## src/rtl/fb_draw_engine.sv

```systemverilog
// -----------------------------------------------------------------------------
// fb_draw_engine
//   Command-driven write engine for the framebuffer BRAM write port.
//   A requester issues plot / filled-rectangle / clear commands through a
//   valid/ready handshake. The engine turns each command into a stream of
//   registered (fb_addr, fb_data, fb_we) writes, one pixel per clock, with
//   per-command clipping to the framebuffer bounds.
//
// Ports
//   clk        system clock (the only clock)
//   reset_n    synchronous, active-low reset
//   cmd_valid  command present
//   cmd_ready  engine accepts a command this cycle
//   cmd_op     00 plot, 01 rect fill, 10 clear, 11 reserved (no-op)
//   cmd_x0/y0  plot point / rect corner A
//   cmd_x1/y1  rect corner B (ignored for other ops)
//   cmd_color  pixel value written
//   fb_addr    BRAM write address (y*FB_WIDTH + x), registered
//   fb_data    BRAM write data, registered
//   fb_we      BRAM write enable, registered
//   busy       multi-cycle fill in progress
//   done       one-cycle pulse coinciding with the final write of a command
// -----------------------------------------------------------------------------
module fb_draw_engine #(
  parameter int FB_WIDTH  = 640,
  parameter int FB_HEIGHT = 480,
  parameter int FB_SIZE   = FB_WIDTH * FB_HEIGHT,
  parameter int FB_ADDRW  = $clog2(FB_SIZE),
  parameter int FB_DATAW  = 1,
  parameter int COORDW    = 10
) (
  input  logic                clk,
  input  logic                reset_n,
  input  logic                cmd_valid,
  output logic                cmd_ready,
  input  logic [1:0]          cmd_op,
  input  logic [COORDW-1:0]   cmd_x0,
  input  logic [COORDW-1:0]   cmd_y0,
  input  logic [COORDW-1:0]   cmd_x1,
  input  logic [COORDW-1:0]   cmd_y1,
  input  logic [FB_DATAW-1:0] cmd_color,
  output logic [FB_ADDRW-1:0] fb_addr,
  output logic [FB_DATAW-1:0] fb_data,
  output logic                fb_we,
  output logic                busy,
  output logic                done
);

  typedef enum logic {IDLE, FILL} state_t;

  localparam logic [2:0] OP_PLOT = 3'd0;

  // Coordinates are widened by one bit so that bound compares never wrap.
  localparam logic [COORDW:0]   W_LIM  = (COORDW+1)'(FB_WIDTH);
  localparam logic [COORDW:0]   H_LIM  = (COORDW+1)'(FB_HEIGHT);
  localparam logic [COORDW:0]   X_MAX  = (COORDW+1)'(FB_WIDTH - 1);
  localparam logic [COORDW:0]   Y_MAX  = (COORDW+1)'(FB_HEIGHT - 1);
  localparam logic [FB_ADDRW-1:0] W_ADDR = FB_ADDRW'(FB_WIDTH);

  state_t              state_reg, state_next;
  logic [COORDW:0]     x_reg, x_next;        // column of the pixel on fb_addr
  logic [COORDW:0]     y_reg, y_next;        // row of the pixel on fb_addr
  logic [COORDW:0]     xl_reg, xl_next;      // fill window, inclusive
  logic [COORDW:0]     xh_reg, xh_next;
  logic [COORDW:0]     yh_reg, yh_next;
  logic [FB_ADDRW-1:0] row_base_reg, row_base_next;  // address of (0, y_reg)
  logic [FB_ADDRW-1:0] fb_addr_reg, fb_addr_next;
  logic [FB_DATAW-1:0] fb_data_reg, fb_data_next;
  logic                fb_we_reg, fb_we_next;
  logic                done_reg, done_next;

  // ---- command decode (only meaningful on the accept cycle) ----
  logic [COORDW:0]     x0_w, y0_w, x1_w, y1_w;
  logic [COORDW:0]     rxl, rxh, ryl, ryh, rxh_c, ryh_c;
  logic [COORDW:0]     sxl, sxh, syl, syh;
  logic [COORDW:0]     ax, ay;
  logic                is_clear, rect_hit, plot_hit, accept;
  logic [FB_ADDRW-1:0] acc_row_base;

  assign x0_w = {1'b0, cmd_x0};
  assign y0_w = {1'b0, cmd_y0};
  assign x1_w = {1'b0, cmd_x1};
  assign y1_w = {1'b0, cmd_y1};

  // Normalise corners, then clip the high edge to the framebuffer.
  assign rxl   = (x0_w < x1_w) ? x0_w : x1_w;
  assign rxh   = (x0_w < x1_w) ? x1_w : x0_w;
  assign ryl   = (y0_w < y1_w) ? y0_w : y1_w;
  assign ryh   = (y0_w < y1_w) ? y1_w : y0_w;
  assign rxh_c = (rxh > X_MAX) ? X_MAX : rxh;
  assign ryh_c = (ryh > Y_MAX) ? Y_MAX : ryh;

  assign rect_hit = (rxl < W_LIM) && (ryl < H_LIM);
  assign plot_hit = (x0_w < W_LIM) && (y0_w < H_LIM);
  assign is_clear = (cmd_op == 2'b10);

  // A clear is simply a fill of the whole framebuffer window.
  assign sxl = is_clear ? '0    : rxl;
  assign sxh = is_clear ? X_MAX : rxh_c;
  assign syl = is_clear ? '0    : ryl;
  assign syh = is_clear ? Y_MAX : ryh_c;

  // Starting pixel of the command; the only multiply in the engine.
  assign ax = ({1'b0, cmd_op} == OP_PLOT) ? x0_w : sxl;
  assign ay = ({1'b0, cmd_op} == OP_PLOT) ? y0_w : syl;
  assign acc_row_base = FB_ADDRW'(ay) * W_ADDR;

  assign cmd_ready = reset_n && (state_reg == IDLE);
  assign accept    = cmd_valid && cmd_ready;

  // ---- next-state / output logic ----
  always_comb begin
    state_next    = state_reg;
    x_next        = x_reg;
    y_next        = y_reg;
    xl_next       = xl_reg;
    xh_next       = xh_reg;
    yh_next       = yh_reg;
    row_base_next = row_base_reg;
    fb_addr_next  = fb_addr_reg;
    fb_data_next  = fb_data_reg;
    fb_we_next    = 1'b0;
    done_next     = 1'b0;

    case (state_reg)
      IDLE: begin
        if (accept) begin
          fb_data_next = cmd_color;
          fb_addr_next = acc_row_base + FB_ADDRW'(ax);
          done_next    = 1'b1;
          case (cmd_op)
            2'b00: fb_we_next = plot_hit;
            2'b01, 2'b10: begin
              if (is_clear || rect_hit) begin
                state_next    = FILL;
                fb_we_next    = 1'b1;
                x_next        = sxl;
                y_next        = syl;
                xl_next       = sxl;
                xh_next       = sxh;
                yh_next       = syh;
                row_base_next = acc_row_base;
                // A 1x1 window finishes on its first write.
                done_next     = (sxl == sxh) && (syl == syh);
              end
            end
            default: ;  // reserved op: accepted, nothing written
          endcase
        end
      end

      FILL: begin
        // fb_addr currently shows pixel (x_reg, y_reg); advance to the next.
        if ((x_reg == xh_reg) && (y_reg == yh_reg)) begin
          state_next = IDLE;
        end else if (x_reg == xh_reg) begin
          fb_we_next    = 1'b1;
          x_next        = xl_reg;
          y_next        = y_reg + 1'b1;
          row_base_next = row_base_reg + W_ADDR;
          fb_addr_next  = row_base_reg + W_ADDR + FB_ADDRW'(xl_reg);
          done_next     = (xl_reg == xh_reg) && ((y_reg + 1'b1) == yh_reg);
        end else begin
          fb_we_next   = 1'b1;
          x_next       = x_reg + 1'b1;
          fb_addr_next = fb_addr_reg + 1'b1;
          done_next    = ((x_reg + 1'b1) == xh_reg) && (y_reg == yh_reg);
        end
      end

      default: state_next = IDLE;
    endcase
  end

  always_ff @(posedge clk) begin
    if (!reset_n) begin
      state_reg    <= IDLE;
      x_reg        <= '0;
      y_reg        <= '0;
      xl_reg       <= '0;
      xh_reg       <= '0;
      yh_reg       <= '0;
      row_base_reg <= '0;
      fb_addr_reg  <= '0;
      fb_data_reg  <= '0;
      fb_we_reg    <= 1'b0;
      done_reg     <= 1'b0;
    end else begin
      state_reg    <= state_next;
      x_reg        <= x_next;
      y_reg        <= y_next;
      xl_reg       <= xl_next;
      xh_reg       <= xh_next;
      yh_reg       <= yh_next;
      row_base_reg <= row_base_next;
      fb_addr_reg  <= fb_addr_next;
      fb_data_reg  <= fb_data_next;
      fb_we_reg    <= fb_we_next;
      done_reg     <= done_next;
    end
  end

  assign fb_addr = fb_addr_reg;
  assign fb_data = fb_data_reg;
  assign fb_we   = fb_we_reg;
  assign done    = done_reg;
  assign busy    = (state_reg == FILL);

endmodule

```

## config.mk

```make
export PLATFORM = sky130hd
export DESIGN_NAME = fb_draw_engine
export DESIGN_NICKNAME = d
export VERILOG_FILES = /design/src/rtl/fb_draw_engine.sv
export SDC_FILE = /design/constraint.sdc
export NUM_CORES = 1
export LEC_CHECK = 0
export ABC_AREA = 1
export BUFFER_PORTS_ARGS = -buffer_cell sky130_fd_sc_hd__buf_2
export CAP_MARGIN = 30
export CORE_MARGIN = 8
export CORE_UTILIZATION = 30
export CTS_BUF_LIST = sky130_fd_sc_hd__clkbuf_4 sky130_fd_sc_hd__clkbuf_8
export DETAILED_ROUTE_END_ITERATION = 10
export HOLD_SLACK_MARGIN = 0.05
export SYNTH_ARGS = -nofsm -noshare
export SYNTH_HDL_FRONTEND = slang
export SYNTH_SLANG_ARGS = --single-unit
export TNS_END_PERCENT = 20
```

## constraint.sdc

```tcl
create_clock -name clk -period 5.7 [get_ports clk]
set_input_delay 0.855 -clock clk [delete_from_list [all_inputs] [get_ports clk]]
set_output_delay 0.855 -clock clk [all_outputs]
set_load 0.005 [all_outputs]
```

==> impl_metrics.py <==
metrics = {
    "status": {
        "status": "finished, final reports clean",
    },
    "routing": {
        "routed_via_density": 4.93,
        "vias": 8055,
        "drtIter0Drc": 559,
        "drtPass1Iterations": 5,
        "routedWlPerCell_um": 14.6,
        "drcViolationCount": 0,
        "wl_um": 23800,
        "ant_nets": 0,
    },
    "cts": {
        "clk_pin_slew_ps": 100,
        "clkLatencyLatePin_ps": 380,
        "cts_root_buffer": "clkbuf_8",
        "cts_resized": 0,
        "cts_tree": "yes",
        "clock-sinks": 87,
        "h-tree-depth": 3,
        "cts_hold_buf": 0,
        "cts_buffers": 9,
        "cts_buffer_depth": 2,
        "cts_setup_buffers": 0,
    },
    "global_route": {
        "grt_pass1_wl_um": 39300,
        "grt_use_total_pct": 15.3,
        "grt_pass1_vias": 7660,
        "gr-total-overflow": 0,
        "grt_max_degree": 73,
        "antenna_found_initial": 0,
    },
    "floorplan": {
        "ios": 70,
        "initial_core_util_pct": 30.4,
        "coreArea_um2": 25900,
        "die_h_um": 178,
        "num_rows": 59,
        "dieArea_um2": 31700,
        "dieWidth_um": 178,
    },
    "synthesis": {
        "syn-num-nets": 1346,
        "async_flop_share_pct": 0,
        "ys_types": 54,
        "yosysSeqAreaShare_pct": 22.1,
        "synth_area_um2": 7870,
        "yosys.area.top_type": "dfxtp_1",
        "ys_warn_count": 0,
        "syn_avg_cell_area_um2": 6.29,
        "ys_top_cells_by_area": "dfxtp_1, nand2_1, o21ai_0, ha_1, inv_1",
        "synth_seq_cells": 87,
        "synth_top_area_share_pct": 22.1,
        "ys.flop_type": "dfxtp_1",
        "synthCells": 1251,
        "synth-edff-count": 0,
    },
    "sta": {
        "tns_ps": 0,
        "finalCritPeriodShare_pct": 86.5,
        "fin_crit_ps": 4930,
        "max_slew.worst_pin.slew_ps": 921,
        "finalSetupViolCount": 0,
        "rsz0062_at_grt": "false",
        "finalHoldViolations": 0,
        "whs_ps": 475,
        "finClkSkew_ps": 15.4,
        "drv_slew": 0,
        "fmax_ghz": 0.203,
        "max_slew_margin_pct": 38.5,
    },
    "final_layout": {
        "layout_commonest_cell": "nand2_1",
        "fillers": 2884,
        "layout-drive-gt1-share_pct": 10.8,
        "most-common-layout-cells": "nand2_1, inv_1, o21ai_0",
        "area_growth_pct": 10.3,
        "num_antenna_cells": 0,
        "nNetsFinal": 1389,
        "largest_reg_flops": 19,
    },
    "min_path": {
        "hold_path_class": "reg -> reg",
    },
    "power_and_ir_drop": {
        "power_density_nw_per_um2": 240,
        "peakVddDrop_mv": 0.0888,
        "p_leak_nw": 4.10,
    },
    "place": {
        "hpwl_um": 18700,
        "portBuffers": 69,
        "gp_congestion": 0.885,
    },
    "worst_setup_path": {
        "path_max_fanout": 12,
        "path_class": "in -> reg",
        "start_kind": "input port",
        "required_ps": 6020,
        "critPathArrivalTime_ps": 5250,
        "cp-end-kind": "register",
    },
    "run": {
        "maxCapViolations": 0,
    },
}
Yosys cell counts, types with 4 or more instances:
cell	number
a31oi_1	18
o211ai_1	10
nand2_1	273
ha_1	47
or2_2	9
nand2_2	4
inv_2	4
o21ai_0	134
a21oi_1	93
clkbuf_1	31
dfxtp_1	87
o221ai_1	4
xnor2_1	32
nor2_1	126
buf_6	6
o22ai_1	7
nand4_1	28
nand3_1	58
inv_1	147
xor2_1	42
nand3_2	4
buf_2	10
nor3_1	9
a211oi_1	10
o21ai_1	6
nor4_1	6
power breakdown:
part           internal, mW  switching, mW
Clock                 0.204          0.250
Sequential            0.659         0.0597
Combinational         0.324          0.584
Total                  1.19          0.893
routing by layer:
metal	share of wire [%]	track usage (%)	up-vias	routed length, um
met4	1.4	3.86	0	331
met1	52	21.8	3644	12400
met3	3.9	2.43	23	932
li1	-	-	4227	-
met5	0	0	-	0
met2	43	23.4	161	10200
stage by stage:
| stage | cell area (um2) | power (mW) | util, % | worst slack (ps) | cells |
|---|---|---|---|---|---|
| after floorplan | 7870 | 1.39 | - | 782 | 1251 |
| after global placement | 8490 | 1.63 | 32.8 | 421 | 1618 |
| after detailed placement | 8490 | 1.64 | 32.8 | 389 | 1618 |
| after CTS | 8680 | 2.09 | 33.5 | 780 | 1634 |
| after global routing | 8680 | 2.25 | 33.5 | 367 | 1634 |
| final | 8680 | 2.08 | 33.5 | 767 | 1634 |
cell type report:
class / instances / area (um2) / area share, %
Multi-Input combinational cell: 959 / 5290 / 60.9
Sequential cell: 87 / 1740 / 20.1
Inverter: 152 / 573 / 6.60
Timing Repair Buffer: 85 / 465 / 5.36
Tap cell: 335 / 419 / 4.83
Clock buffer: 9 / 124 / 1.43
Clock inverter: 7 / 71.3 / 0.821
final timing paths:
kind | cells past startpoint | to | startpoint | slack [ps]
worst max register to register | 11 | fb_addr[10] | x_reg[3] | 1870
worst min register to register | 2 | yh_reg[9] | yh_reg[9] | 470
worst max-delay path | 23 | fb_addr[18] | cmd_y0[9] | 770
worst min-delay path | 2 | yh_reg[9] | yh_reg[9] | 470
kinds of logic (layout without fill, tap and decap cells):
| logic type | Yosys count | in the layout | share of synthesized area (%) |
|---|---|---|---|
| and+or+nand+nor | 532 | 532 | 29.4 |
| adders and majority gates | 49 | 49 | 7.98 |
| xor gates and xnor gates | 74 | 74 | 8.24 |
| buffers and inverters | 205 | 253 | 10.7 |
| AOI/OAI and AO/OA | 304 | 304 | 21.5 |
| DFF | 87 | 87 | 22.1 |
critical path, cell delays in order:
cell and delay [ps]:
buf_2 130, ha_1 320, a21o_1 200, nor2_4 180, nand3_4 150, nand2_1 90
nand2_1 50, nor2_1 160, inv_1 70, o21ai_0 440, ha_1 330, ha_1 240
fa_1 410, xor2_1 270, inv_1 90, nor4_1 340, nand2_1 130, or2_2 310
nor2_1 90, nand2_1 70, o31ai_1 190, nor2_1 60, nor2_1 70
(Power assumes the default switching activity.)
